`src/rtl/audio_pkg.sv`:
```
// Shared audio types for the codec capture and playback paths.
// Sample pair layout, channel encoding and the underflow counter ceiling.
package audio_pkg;

  localparam int DEFAULT_DATA_WIDTH = 16;
  localparam logic [15:0] UNDERFLOW_MAX = 16'hFFFF;

  typedef enum logic {
    LEFT  = 1'b0,
    RIGHT = 1'b1
  } channel_t;

  typedef struct packed {
    logic [DEFAULT_DATA_WIDTH-1:0] left;
    logic [DEFAULT_DATA_WIDTH-1:0] right;
  } stereo_sample_t;

  function automatic logic [15:0] sat_inc16(input logic [15:0] value);
    return (value == UNDERFLOW_MAX) ? value : value + 16'd1;
  endfunction

endpackage

```
`src/rtl/audio_sample_fifo.sv`:
```
// Synchronous show-ahead FIFO of stereo sample pairs.
// Latency: write visible in level/rd_dat next cycle; pop takes effect next cycle.
// Backpressure: writes ignored while full, pops ignored while empty (no bypass).
module audio_sample_fifo
  import audio_pkg::*;
#(
  parameter int  DEPTH   = 8,
  parameter type entry_t = stereo_sample_t
) (
  input  logic                   clk,
  input  logic                   rst_n,
  input  logic                   wr_vld,
  input  entry_t                 wr_dat,
  input  logic                   rd_rdy,
  output entry_t                 rd_dat,
  output logic                   full,
  output logic                   empty,
  output logic [$clog2(DEPTH):0] level
);

  localparam int AW = $clog2(DEPTH);

  entry_t        mem [DEPTH];
  logic [AW-1:0] wr_ptr;
  logic [AW-1:0] rd_ptr;
  logic          do_wr;
  logic          do_rd;

  assign full   = (level == (AW+1)'(DEPTH));
  assign empty  = (level == '0);
  assign do_wr  = wr_vld && !full;
  assign do_rd  = rd_rdy && !empty;
  assign rd_dat = mem[rd_ptr];

  always_ff @(posedge clk or negedge rst_n) begin
    if (!rst_n) begin
      wr_ptr <= '0;
      rd_ptr <= '0;
      level  <= '0;
    end else begin
      if (do_wr) wr_ptr <= wr_ptr + AW'(1);
      if (do_rd) rd_ptr <= rd_ptr + AW'(1);
      case ({do_wr, do_rd})
        2'b10:   level <= level + (AW+1)'(1);
        2'b01:   level <= level - (AW+1)'(1);
        default: level <= level;
      endcase
    end
  end

  // Storage needs no reset: contents are only read while the level says valid.
  always_ff @(posedge clk) begin
    if (do_wr) mem[wr_ptr] <= wr_dat;
  end

endmodule

```
`src/rtl/audio_dac_serializer.sv`:
```
// I2S slave transmitter: buffers stereo pairs and shifts them onto DACDAT.
// Latency: DACDAT changes 3 clk_clk cycles after a BCLK falling edge at the pin.
// Backpressure: sample_ready drops while the FIFO is full; underflow plays silence.
module audio_dac_serializer
  import audio_pkg::*;
#(
  parameter int DATA_WIDTH = DEFAULT_DATA_WIDTH,
  parameter int FIFO_DEPTH = 8
) (
  input  logic                         clk_clk,
  input  logic                         reset_reset_n,
  input  logic [DATA_WIDTH-1:0]        sample_left,
  input  logic [DATA_WIDTH-1:0]        sample_right,
  input  logic                         sample_valid,
  output logic                         sample_ready,
  input  logic                         enable,
  input  logic                         audio_interface_BCLK,
  input  logic                         audio_interface_DACLRCK,
  output logic                         audio_interface_DACDAT,
  output logic [$clog2(FIFO_DEPTH):0]  fifo_level,
  output logic [15:0]                  underflow_count
);

  localparam int CW = $clog2(DATA_WIDTH);

  typedef struct packed {
    logic [DATA_WIDTH-1:0] left;
    logic [DATA_WIDTH-1:0] right;
  } pair_t;

  logic [2:0]            bclk_sync;
  logic [1:0]            lr_sync;
  logic                  bclk_fall;
  channel_t              lr_now;
  channel_t              lr_prev;
  logic                  boundary;
  logic                  frame_start;
  logic                  play_pair;
  logic                  ready_en;
  logic                  push;
  logic                  pop;
  logic                  fifo_full;
  logic                  fifo_empty;
  pair_t                 wr_dat;
  pair_t                 rd_dat;
  logic                  en_latch;
  logic [DATA_WIDTH-1:0] held_right;
  logic [DATA_WIDTH-1:0] load_word;
  logic [DATA_WIDTH-1:0] shift_q;
  logic [CW-1:0]         bit_cnt;
  logic                  dacdat_q;
  logic [15:0]           underflow_q;

  assign bclk_fall   = bclk_sync[2] & ~bclk_sync[1];
  assign lr_now      = lr_sync[1] ? RIGHT : LEFT;
  assign boundary    = bclk_fall && (lr_now != lr_prev);
  assign frame_start = boundary && (lr_now == LEFT);
  // The enable seen at frame start becomes the latch value for this frame.
  assign play_pair   = enable && !fifo_empty;
  assign pop         = frame_start && play_pair;

  assign sample_ready = ready_en && !fifo_full;
  assign push         = sample_valid && sample_ready;
  assign wr_dat       = '{left: sample_left, right: sample_right};

  always_comb begin
    load_word = '0;
    if (lr_now == LEFT) begin
      if (play_pair) load_word = rd_dat.left;
    end else if (en_latch) begin
      load_word = held_right;
    end
  end

  audio_sample_fifo #(
    .DEPTH   (FIFO_DEPTH),
    .entry_t (pair_t)
  ) u_fifo (
    .clk    (clk_clk),
    .rst_n  (reset_reset_n),
    .wr_vld (push),
    .wr_dat (wr_dat),
    .rd_rdy (pop),
    .rd_dat (rd_dat),
    .full   (fifo_full),
    .empty  (fifo_empty),
    .level  (fifo_level)
  );

  always_ff @(posedge clk_clk or negedge reset_reset_n) begin
    if (!reset_reset_n) begin
      bclk_sync   <= '0;
      lr_sync     <= '0;
      lr_prev     <= LEFT;
      ready_en    <= 1'b0;
      en_latch    <= 1'b0;
      held_right  <= '0;
      shift_q     <= '0;
      bit_cnt     <= '0;
      dacdat_q    <= 1'b0;
      underflow_q <= '0;
    end else begin
      bclk_sync <= {bclk_sync[1:0], audio_interface_BCLK};
      lr_sync   <= {lr_sync[0], audio_interface_DACLRCK};
      ready_en  <= 1'b1;

      if (frame_start) begin
        en_latch   <= enable;
        held_right <= play_pair ? rd_dat.right : '0;
        if (enable && fifo_empty) underflow_q <= sat_inc16(underflow_q);
      end

      if (bclk_fall) begin
        lr_prev <= lr_now;
        if (boundary) begin
          shift_q  <= load_word;
          dacdat_q <= load_word[DATA_WIDTH-1];
          bit_cnt  <= CW'(DATA_WIDTH-1);
        end else if (bit_cnt != '0) begin
          shift_q  <= shift_q << 1;
          dacdat_q <= shift_q[DATA_WIDTH-2];
          bit_cnt  <= bit_cnt - CW'(1);
        end else begin
          // Slot wider than the sample: pad with zeros.
          dacdat_q <= 1'b0;
        end
      end
    end
  end

  assign audio_interface_DACDAT = dacdat_q;
  assign underflow_count        = underflow_q;

endmodule

```
`config.mk`:
```
export PLATFORM = sky130hd
export DESIGN_NAME = audio_dac_serializer
export DESIGN_NICKNAME = d
export VERILOG_FILES = /design/src/rtl/audio_pkg.sv /design/src/rtl/audio_sample_fifo.sv /design/src/rtl/audio_dac_serializer.sv
export SDC_FILE = /design/constraint.sdc
export NUM_CORES = 1
export LEC_CHECK = 0
export ABC_AREA = 1
export CORE_ASPECT_RATIO = 0.75
export CORE_MARGIN = 5
export CORE_UTILIZATION = 49
export CTS_BUF_LIST = sky130_fd_sc_hd__clkbuf_4
export CTS_CLUSTER_DIAMETER = 40
export DETAILED_ROUTE_END_ITERATION = 6
export DONT_BUFFER_PORTS = 1
export GPL_TIMING_DRIVEN = 0
export PLACE_DENSITY_LB_ADDON = 0.2
export SLEW_MARGIN = 20
export SYNTH_ARGS = -nofsm -noshare
export SYNTH_HDL_FRONTEND = slang
export SYNTH_SLANG_ARGS = --single-unit
```
`constraint.sdc`:
```
create_clock -name clk_clk -period 4.4 [get_ports clk_clk]
set_input_delay 0.88 -clock clk_clk [delete_from_list [all_inputs] [get_ports clk_clk]]
set_output_delay 0.88 -clock clk_clk [all_outputs]
set_load 0.05 [all_outputs]
```
Word level (Yosys, flattened, before mapping)

Memory sizes are Yosys's and may differ from the RTL's.
Index checks and enable logic that the tools add are counted.

$add $sub $neg: 6
Equality and inequality tests: 5
Muxes and demuxes: 14
Bitwise logic cells: 4
Reduce and logical (&&, ||, !) cells: 17

Operators with widths:

| kind                                                                   | number |
|---|---|
| 16-bit 2-to-1 mux                                                      | 4 |
| 15-bit 2-to-1 mux                                                      | 2 |
| 16-bit by 1-bit adder with 16-bit output (second input constant)       | 1 |
| 16-bit equality test (second input constant)                           | 1 |
| 1-bit logical AND                                                      | 9 |
| 4-bit 2-to-1 mux                                                       | 2 |
| 4-bit one-hot mux with 2 select lines                                  | 1 |
| 4-bit by 1-bit subtractor with 4-bit output (second input constant)    | 2 |
| 3-bit by 1-bit adder with 3-bit output (second input constant)         | 2 |
| 1-bit 2-to-1 mux                                                       | 5 |
| 4-bit by 1-bit adder with 4-bit output (second input constant)         | 1 |
| 4-bit equality test (second input constant)                            | 1 |
| 4-bit zero test                                                        | 1 |
| 2-bit nonzero test                                                     | 2 |
| 4-bit nonzero test                                                     | 1 |
| 1-bit inverter                                                         | 3 |
| 3-bit AND reduction                                                    | 1 |
| 2-bit by 1-bit equality test with 1-bit output (second input constant) | 1 |
| 2-bit equality test (second input constant)                            | 1 |
| 1-bit zero test                                                        | 2 |
| 2-bit AND reduction                                                    | 1 |
| 1-bit bitwise AND                                                      | 1 |
| 1-bit != test                                                          | 1 |

Register bits after elaboration: 70
RAM bits: 256
Input bits: 38
Output and inout bits: 22
Memories: 1

Memories:

| memory     | depth | width | rd ports | clocked after Yosys merged registers in | write ports | RTL line                | text |
|---|---|---|---|---|---|---|---|
| u_fifo.mem | 8     | 32    | 1        | 0                                       | 1           | audio_sample_fifo.sv:23 | `entry_t mem [DEPTH];` |

Longest topological paths before layout

Gate-level depths: netlist (run 1).

Depth after elaboration: 8
Gate-level depth with buffers: 15
Mapped depth without buffers: 14

Modules after synthesis

From an unflattened synthesis (run 1), not the netlist that was laid out.

Cell total of the unflattened synthesis: 1586
Area total of the unflattened synthesis: 14701.6 µm²

By module, submodules not included:

| module               | instances | cells each | area an instance (µm²) |
|---|---|---|---|
| audio_sample_fifo    | 1         | 1187       | 11644.9 |
| audio_dac_serializer | 1         | 399        | 3056.7 |

Least setup slack after synthesis (run 1)

Ideal clock, no wire load.

Path type: flip-flop to flip-flop
Start: register u_fifo.level[1]
End: memory u_fifo.mem[0][0] (netlist bit) (enable)
Setup time: 0.421 ns
Arrival: 2.753 ns
Data required time: 3.979 ns
Slack: 1.226 ns
Stages on the path, launching flop included: 6
Path buffers: 0
Path through: dfrtp_1 > nor2_1 > nand3_1 > nand3_1 > or2_2 > nor2_1

Longest elaborated chain between the ends: 7

Ends and longest elaborated chain:

| what                                       | RTL line                                            | text |
|---|---|---|
| from (decl)                                | audio_sample_fifo.sv:18                             | `output logic [$clog2(DEPTH):0] level` |
| from (signal assigned)                     | audio_sample_fifo.sv:44                             | `2'b10: level <= level + (AW+1)'(1);` |
| from (signal assigned)                     | audio_sample_fifo.sv:45                             | `2'b01: level <= level - (AW+1)'(1);` |
| from (signal assigned)                     | audio_sample_fifo.sv:46                             | `default: level <= level;` |
| 4-bit equality test (*)                    | audio_sample_fifo.sv:29                             | `assign full = (level == (AW+1)'(DEPTH));` |
| 1-bit zero test (*)                        | audio_sample_fifo.sv:31, audio_dac_serializer.sv:62 |  |
| 1-bit logical AND                          | audio_dac_serializer.sv:62                          | `assign sample_ready = ready_en && !fifo_full;` |
| 1-bit logical AND                          | audio_dac_serializer.sv:63                          | `assign push = sample_valid && sample_ready;` |
| 1-bit logical AND (*)                      | audio_sample_fifo.sv:31                             | `assign do_wr = wr_vld && !full;` |
| 1-bit 2-to-1 mux (*)                       | audio_sample_fifo.sv:53                             | `if (do_wr) mem[wr_ptr] <= wr_dat;` |
| 1-bit 2-to-1 mux (not written as such) (*) | audio_sample_fifo.sv:53                             |  |
| to (decl)                                  | audio_sample_fifo.sv:23                             |  |

Every way passes the cells marked *; elsewhere a longest branch is shown, timed or not.

Worst setup path in the final report (run 1)

Start: register u_fifo.level[0]
End: register u_fifo.level[2]

Longest elaborated chain between the ends: 7
Elaborated cells on any way between the ends: 16
Those cells by class: 2 x add/sub; 3 x eq/ne; 1 x mux; 10 x reduce/logical

Ends and longest elaborated chain:

| what                                                                                         | RTL line                                            | text |
|---|---|---|
| 4-bit zero test (*)                                                                          | audio_sample_fifo.sv:30                             | `assign empty = (level == '0);` |
| 1-bit zero test (*)                                                                          | audio_sample_fifo.sv:32, audio_dac_serializer.sv:59 |  |
| 1-bit logical AND                                                                            | audio_dac_serializer.sv:59                          | `assign play_pair = enable && !fifo_empty;` |
| 1-bit logical AND                                                                            | audio_dac_serializer.sv:60                          | `assign pop = frame_start && play_pair;` |
| 1-bit logical AND (*)                                                                        | audio_sample_fifo.sv:32                             | `assign do_rd = rd_rdy && !empty;` |
| via u_fifo.do_rd                                                                             | audio_sample_fifo.sv:27                             | `logic do_rd;` |
| 2-bit by 1-bit equality test with 1-bit output / 2-bit equality test (equally long branches) | audio_sample_fifo.sv:43                             | `case ({do_wr, do_rd})` |
| 4-bit one-hot mux with 2 select lines / 2-bit nonzero test (equally long branches)           | -                                                   |  |

The timed path passes the listed nets; every way through them passes the cells marked *.
A chain may end at the register's enable or synchronous reset.

==> impl_results.md, run 1 <==
* Overall power at 0.00904 W
* Routed WL at 35,400 µm
* Netlist cell types at 31
* Setup Fix Bufs, Post-CTS at 0
* Cell total after placement at 1,702
* Endpoints failing setup at 0
* P&R area growth vs syn at 13.6%
* Pre-CTS setup slack at 1.36 ns
* Largest net degree at the start of global routing at 71
* Clk sink count at 326
* Outcome: complete, no violations
* Maxcap violations at 0
* Via/cell ratio at 5.23
* Max stage delay on crit path at 0.74 ns
* Max Freq at 325 MHz
* CTS H-tree lvls at 3
* Synth Area in Compound Gates at 5.76%
* Worst-Skew Late Latency at 0.71 ns
* Total negative slack at 0 ns
* Total leakage power at 6.46 nW
* Cell Area, Synth at 13,900 µm²
* Sequential area share after synthesis at 68.1%
* Post-synth EDFFs at 256
* Final hold violations at 0
* Pwr dens at 574 nW/µm²
* Total GRT Usage at 22.8%
* XOR/XNOR share of the synthesized area at 1.26%
* Initial core utilization at 49.5%
* Max Fanout on Critical Path at 11
* Max_slew headroom at 47.9%
* Drt first pass iters at 6
* Post-synthesis net count at 1,351
* CP cell instances: nor2_1, nand2_1, nand2_1, nor2_4, nand2_2, clkinv_2, buf_6, ha_1, xor2_1, ha_1, a21oi_1, xor2_1, o21ai_0
* Post-Synth Adder-Cell Area at 0.632%
* First-pass GRT wire length at 54,800 µm
* Worst setup SP type: flop
* Crit share post-route at 69.8%
* RSZ-0062 raised after global routing: no
* Post-Layout Cell Count at 1,851
* HP Class: primary input to async pin
* Worst Setup End Kind: flop
* Peak supply drop at 283 µV
* Resized Gates After CTS at 0
* Mux share of post-synthesis cell area at 0%
* I/O Buffers at 0
* Post-synthesis simple-gate area fraction at 18.6%
* Placed inst area at 14,700 µm²
* Initial antenna violation count at 1
* Number of routed nets with antenna violations at 0
* Synth Flop Type: edfxtp_1
* Setup WS post-layout at 1.33 ns
* Avg Inst Size Synth at 10.6 µm²
* Num CTS Buffers at 81
* Share of cells above drive strength 1 at 14.0%
* Worst slew pin tran at 0.782 ns
* Dpl hpwl at 23,000 µm
* Post-synthesis async set-or-reset flop share at 21.5%
* CP max-delay cell: dfrtp_1
* Filler Cell Count at 2,466
* Final Critical Period at 3.07 ns
* CTS tree: yes
* Vias after detailed routing at 9,689
* CTS Buffer Depth at 3
* Nets at 1,446
* Routability cong. at 0.813
* Chip width at 204 µm
* Skew final at 0.0412 ns
* Die ar. at 31,800 µm²
* Max Slew Vio Count at 0
* Largest family of logic cells by synthesized area: simple AND/OR/NAND/NOR gates
* Grt ovf at 0
* Die height at 156 µm
* Clock root cell: clkbuf_4
* Design area at 15,800 µm²
* Flops & latches, synth at 326
* Synth Instances at 1,306
* Crit path DAT at 3.67 ns
* Worst-path clk slew at 0.08 ns
* Core Area at 28,000 µm²
* Critical path class: flop to flop
* Ports at 60
* # rows at 53
* DR iter-0 viols at 925
* WL per Instance at 19.1 µm
* DRC violations left at 0
* Critical path required time at 4.99 ns
* Vias in the first global route at 9,336
* Syn. warnings at 0
==> layer usage <==
metal	up-vias	track usage [%]	routed length, µm
met5	-	0	0
met3	65	6.32	3300
met1	4601	32.9	15800
met2	399	33.9	15600
li1	4624	-	-
met4	0	7.21	725
==> cell type report <==
| cell class | instances | area [µm²] | area share [%] |
|---|---|---|---|
| plain buffers | 63 | 313 | 1.99 |
| inverters | 123 | 465 | 2.96 |
| multi-input cells | 794 | 3710 | 23.5 |
| clock inverters | 17 | 66.3 | 0.421 |
| well taps | 385 | 482 | 3.06 |
| clock buffers | 130 | 976 | 6.20 |
| flip-flops and latches | 326 | 9440 | 59.9 |
| repair buffers | 12 | 300 | 1.91 |
| diodes | 1 | 2.50 | 0.0159 |
==> repair_timing <==
item                                    CTS  global route
endpoints found under the setup margin    0             0
endpoints found under the hold margin    70             0
hold buffers                              1             0
==> synth_stat cells (all sizes together), types with 4 or more instances <==
library cell	number	area, µm²
xor2	10	87.6
o211ai	33	248
buf	41	230
nor2	127	502
xnor2	10	87.6
a21oi	17	85.1
o21a	4	30.0
o21ai	87	435
nand4	6	37.5
inv	122	460
ha	7	87.6
dfrtp	70	1750
clkbuf	22	82.6
edfxtp	256	7690
nand3	129	658
nand2	360	1370
==> state kept, by name, indices dropped and copies added (netlist names) <==
name                    cells
underflow_count            16
en_latch                    1
held_right                 16
u_fifo.mem                256
bclk_sync                   3
audio_interface_DACDAT      1
u_fifo.level                4
lr_prev                     1
bit_cnt                     4
u_fifo.wr_ptr               3
u_fifo.rd_ptr               3
ready_en                    1
shift_q                    15
lr_sync                     2
==> kinds of logic (layout without fill, tap and decap cells) <==
family | count (synthesis) | count (layout)
compound gates | 141 | 141
xor+xnor | 20 | 20
fa+ha+maj | 7 | 7
buf+inv | 186 | 345
flops | 326 | 326
other cells | 1 | 2
simple gates | 625 | 625
==> power by group <==
group / switching (W) / internal (W) / total [W]
clock network: 0.00119 / 0.00134 / 0.00253
logic: 0.00185 / 0.000758 / 0.00261
registers: 0.000242 / 0.00366 / 0.00390
total: 0.00329 / 0.00576 / 0.00904
==> cell usage in the layout, fill, tap and decap left out <==
cell,count
nand2_2,3
nor2_1,115
o211ai_1,33
dfrtp_1,70
or2_2,1
a21oi_1,17
and2_1,1
diode_2,1
o21ai_0,84
nor3_1,1
clkbuf_4,130
xnor2_1,10
clkinv_1,12
buf_4,4
buf_6,3
xor2_1,10
buf_12,4
clkinv_2,3
nand3_1,128
o21a_1,4
inv_4,1
buf_16,8
nor2_4,11
buf_1,3
conb_1,1
nor2_2,1
edfxtp_1,256
ha_1,7
o21ai_1,3
clkbuf_1,22
nand4_1,6
inv_2,3
nand2_1,356
buf_2,31
nand3_4,1
nand2_4,1
inv_1,121
==> worst paths after layout <==
check	from	endpoint	slack, ns	depth (start not counted)
min	reset_reset_n	shift_q[13]	0.06	1
max in group asynchronous	reset_reset_n	held_right[7]	4.02	1
min reg2reg	bclk_sync[0]	bclk_sync[1]	0.35	0
max	u_fifo.level[0]	u_fifo.level[2]	1.33	13
max reg2reg	u_fifo.level[0]	u_fifo.level[2]	1.33	13
min in group clk_clk	audio_interface_DACLRCK	lr_sync[0]	0.22	0
==> through the flow <==
| stage | util, % | hold WS [ns] |
|---|---|---|
| 2_1_floorplan | - | 0.331 |
| 3_3_place_gp | 51.3 | 0.342 |
| 3_5_place_dp | 52.5 | 0.339 |
| 4_1_cts | 56.3 | 0.0192 |
| 5_1_grt | 56.3 | 0.0449 |
| 6_report | 56.3 | 0.0592 |
==> critical path: cells and delay by family, from the launching register on <==
kind | cells | cell delay, ns
buf+inv | 2 | 0.37
flops | 1 | 0.74
simple gates | 5 | 0.81
compound gates | 2 | 0.20
xor+xnor | 2 | 0.44
fa+ha+maj | 2 | 0.43
Note: power is estimated with default switching activity, not from simulation.
==> run 2, diff against run 1 <==
==> constraint.sdc (replaced) <==
create_clock -name clk_clk -period 2.62 [get_ports clk_clk]
set_input_delay 0.524 -clock clk_clk [delete_from_list [all_inputs] [get_ports clk_clk]]
set_output_delay 0.524 -clock clk_clk [all_outputs]
set_load 0.05 [all_outputs]
==> run 2 against run 1 <==
  * Wire length down 0.27%
  * Worst setup slack got worse by 1.3 ns
  * Via count up 1.3%
  * Register-to-register slack worse by 1.3 ns
  * Core utilization grew 1.3 points
  * Non-clock buffer count up 40
  * Die area is the same
==> impl_results.md, run 2 (synthesis gave the netlist of run 1 again) <==
* Outcome: complete, no violations
* HP Class: primary input to flop
* CTS H-tree lvls at 3 (unchanged)
* Worst-path clk slew at 0.06 ns (-0.02 ns)
* P&R area growth vs syn at 16.3%
* Share of cells above drive strength 1 at 14.3% (+0.30 points)
* M1 WL at 15,800 µm (+0.18%)
* Clock root cell: clkbuf_4
* Max_slew headroom at 48.0% (+0.075 points)
* Vias after detailed routing at 9,812 (+1.3%)
* Nets at 1,485 (+2.7%)
* Int Power at 0.00974 W (+69%)
* Initial antenna violation count at 4 (+3)
* Setup crit end: u_fifo.level[2]
* Max Slew Vio Count at 0 (unchanged)
* Reg power frac at 43.0% (-0.2 points)
* DR WL met3 at 3200 µm (-3.3%)
* Die height at 156 µm (unchanged)
* Sequential standard cell area at 9450 µm² (+0.11%)
* Pwr dens at 949 nW/µm² (+65%)
* RSZ-0062 raised after global routing: yes
* CTS tree: yes
* Gate power share at 29.4% (+0.5 points)
* Total GRT Usage at 22.5% (-0.23 points)
* First-pass GRT wire length at 54,600 µm (-0.35%)
* Grt ovf at 0 (unchanged)
* Min Hold Slack at 0.175 ns (+0.116 ns)
* Overall power at 0.0153 W (+69%)
* Chip width at 204 µm (unchanged)
* Worst-Skew Late Latency at 0.71 ns (about the same)
* Largest net degree at the start of global routing at 71 (unchanged)
* Met2 routed WL at 15,600 µm (+0.12%)
* Worst Setup End Kind: flop
* Worst setup SP type: flop
* Die ar. at 31,800 µm² (unchanged)
* Dpl hpwl at 22,500 µm (-2.2%)
* Num CTS Buffers at 80 (-1.2%)
* Worst slew pin tran at 0.781 ns (-0.00112 ns)
* Commonest non-fill, non-tap cells in the layout: nand2_1 (355), edfxtp_1 (256), nand3_1 (128), clkbuf_4 (125), inv_1 (120)
* Cell depth of the worst hold path at 3
* Max reg flops at 256 (unchanged)
* Routability cong. at 0.837 (+3.0%)
* Clock power frac at 27.5% (-0.5 points)
* Maxcap violations at 0 (unchanged)
* Endpoints failing setup at 0 (unchanged)
* Max Freq at 391 MHz (+20%)
* Crit path launch: u_fifo.level[1]
* Largest Register: u_fifo.mem
* Worst r2r src: u_fifo.level[1]
* DR iter-0 viols at 984 (+6.4%)
* Vias in the first global route at 9,596 (+2.8%)
* Worst hold start: sample_valid
* Most common cell after layout, fill and taps aside: nand2_1
* Peak supply drop at 453 µV (+60%)
* Skew final at 0.0353 ns (-0.00594 ns)
* Final Critical Period at 2.56 ns (-0.517 ns)
* Max Fanout on Critical Path at 11 (unchanged)
* CTS Buffer Depth at 3 (unchanged)
* Top Layer Used: met5
* Drt first pass iters at 5 (-1)
* Crit share post-route at 97.5% (+28 points)
* Multi-input gate area at 3750 µm² (+1.3%)
* Total leakage power at 6.60 nW (+2.1%)
* # rows at 53 (unchanged)
* Switching power share of the total at 36.3% (about the same)
* Filler Cell Count at 2,430 (-1.5%)
* Worst r2r path cells at 13 (unchanged)
* Number of routed nets with antenna violations at 0 (unchanged)
* Initial core utilization at 49.5% (unchanged)
* Clk sink count at 326 (unchanged)
* Crit path DAT at 3.12 ns (-0.55 ns)
* Final hold violations at 0 (unchanged)
* Sw Pwr at 0.00555 W (+69%)
* Routed WL at 35,300 µm (-0.27%)
* Ports at 60 (unchanged)
* WL per Instance at 18.8 µm (-2.0%)
* I/O Buffers at 0 (unchanged)
* RR Endpoint: u_fifo.level[2]
* Via/cell ratio at 5.21 (-0.50%)
* Reg2Reg Setup Slack at 0.06 ns (-1.26 ns)
* DRC violations left at 0 (unchanged)
* Critical path class: flop to flop
* Critical path required time at 3.19 ns (-1.80 ns)
* Core Area at 28,000 µm² (unchanged)
run 2: cell types whose count changed in the layout (fill, tap and decap cells not counted), sizes merged:
cell         before  now
dlygate4sd3       0   36
clkbuf          152  147
buf              53   57
diode             1    2
bufinv            0    1
clkinv           15   12
inv             125  124
run 2: power by group through the flow:
stage / logic, W / registers (W) / clock network, W
6_report: 0.00450 / 0.00658 / 0.00421
2_1_floorplan: 0.00277 / 0.00659 / 0
3_3_place_gp: 0.00411 / 0.00666 / 0
3_5_place_dp: 0.00429 / 0.00666 / 0
5_1_grt: 0.00496 / 0.00663 / 0.00457
4_1_cts: 0.00444 / 0.00656 / 0.00431
run 2: layout make-up:
cell class                 instances  area share (%)
multi-input combinational        794            23.3
sequential                       326            58.6
clock inverter                    14           0.497
clock buffer                     125            5.82
tap                              385            2.99
inverter                         123            2.91
antenna                            2          0.0311
buffer                            63            1.94
timing repair buffer              52            3.90
run 2: critical path, cell delays in order (launching register included):
cell and delay (ns):
dfrtp_4 0.60, nor2_4 0.14, nand2_1 0.11, nand2_2 0.14, nor2_4 0.06, nand2_4 0.10
clkinv_4 0.11, buf_6 0.18, ha_2 0.25, xor2_4 0.17, ha_1 0.21, a21oi_2 0.11
xor2_1 0.15, o21ai_0 0.09
run 2: what timing repair did:
action | CTS | global route
pin swaps | 3 | 2
gates resized for setup | 10 | 7
endpoints found under the hold margin | 329 | 0
setup endpoints to repair | 179 | 47
hold buffers | 37 | 0
setup buffers | 2 | 5
run 2: metal layers:
| layer | GRT usage, % | vias up |
|---|---|---|
| met5 | 0 | - |
| met4 | 7.30 | 4 |
| met3 | 5.49 | 62 |
| met2 | 33.5 | 409 |
| met1 | 33.1 | 4647 |
| li1 | - | 4690 |
run 2: through the flow:
step                      cell area, µm²  setup TNS [ns]  setup slack, ns  std cells  util, %
after floorplan                    13900          -54.57           -0.426       1306        -
after global placement             14400         -302.73            -2.05       1691     51.4
after detailed placement           14600          -17.00           -0.436       1699     52.1
after CTS                          16000               0           0.0221       1877     57.3
after global routing               16100         -0.0514          -0.0453       1884     57.6
final                              16100               0           0.0644       1884     57.6
run 2: how the worst min path moves through the flow:
stage / to / slack [ns]
3_5_place_dp: audio_interface_DACDAT / 0.23
4_1_cts: u_fifo.wr_ptr[0] / 0.12
5_1_grt: u_fifo.rd_ptr[0] / 0.15
6_report: u_fifo.wr_ptr[0] / 0.18
2_1_floorplan: audio_interface_DACDAT / 0.23
3_3_place_gp: audio_interface_DACDAT / 0.23
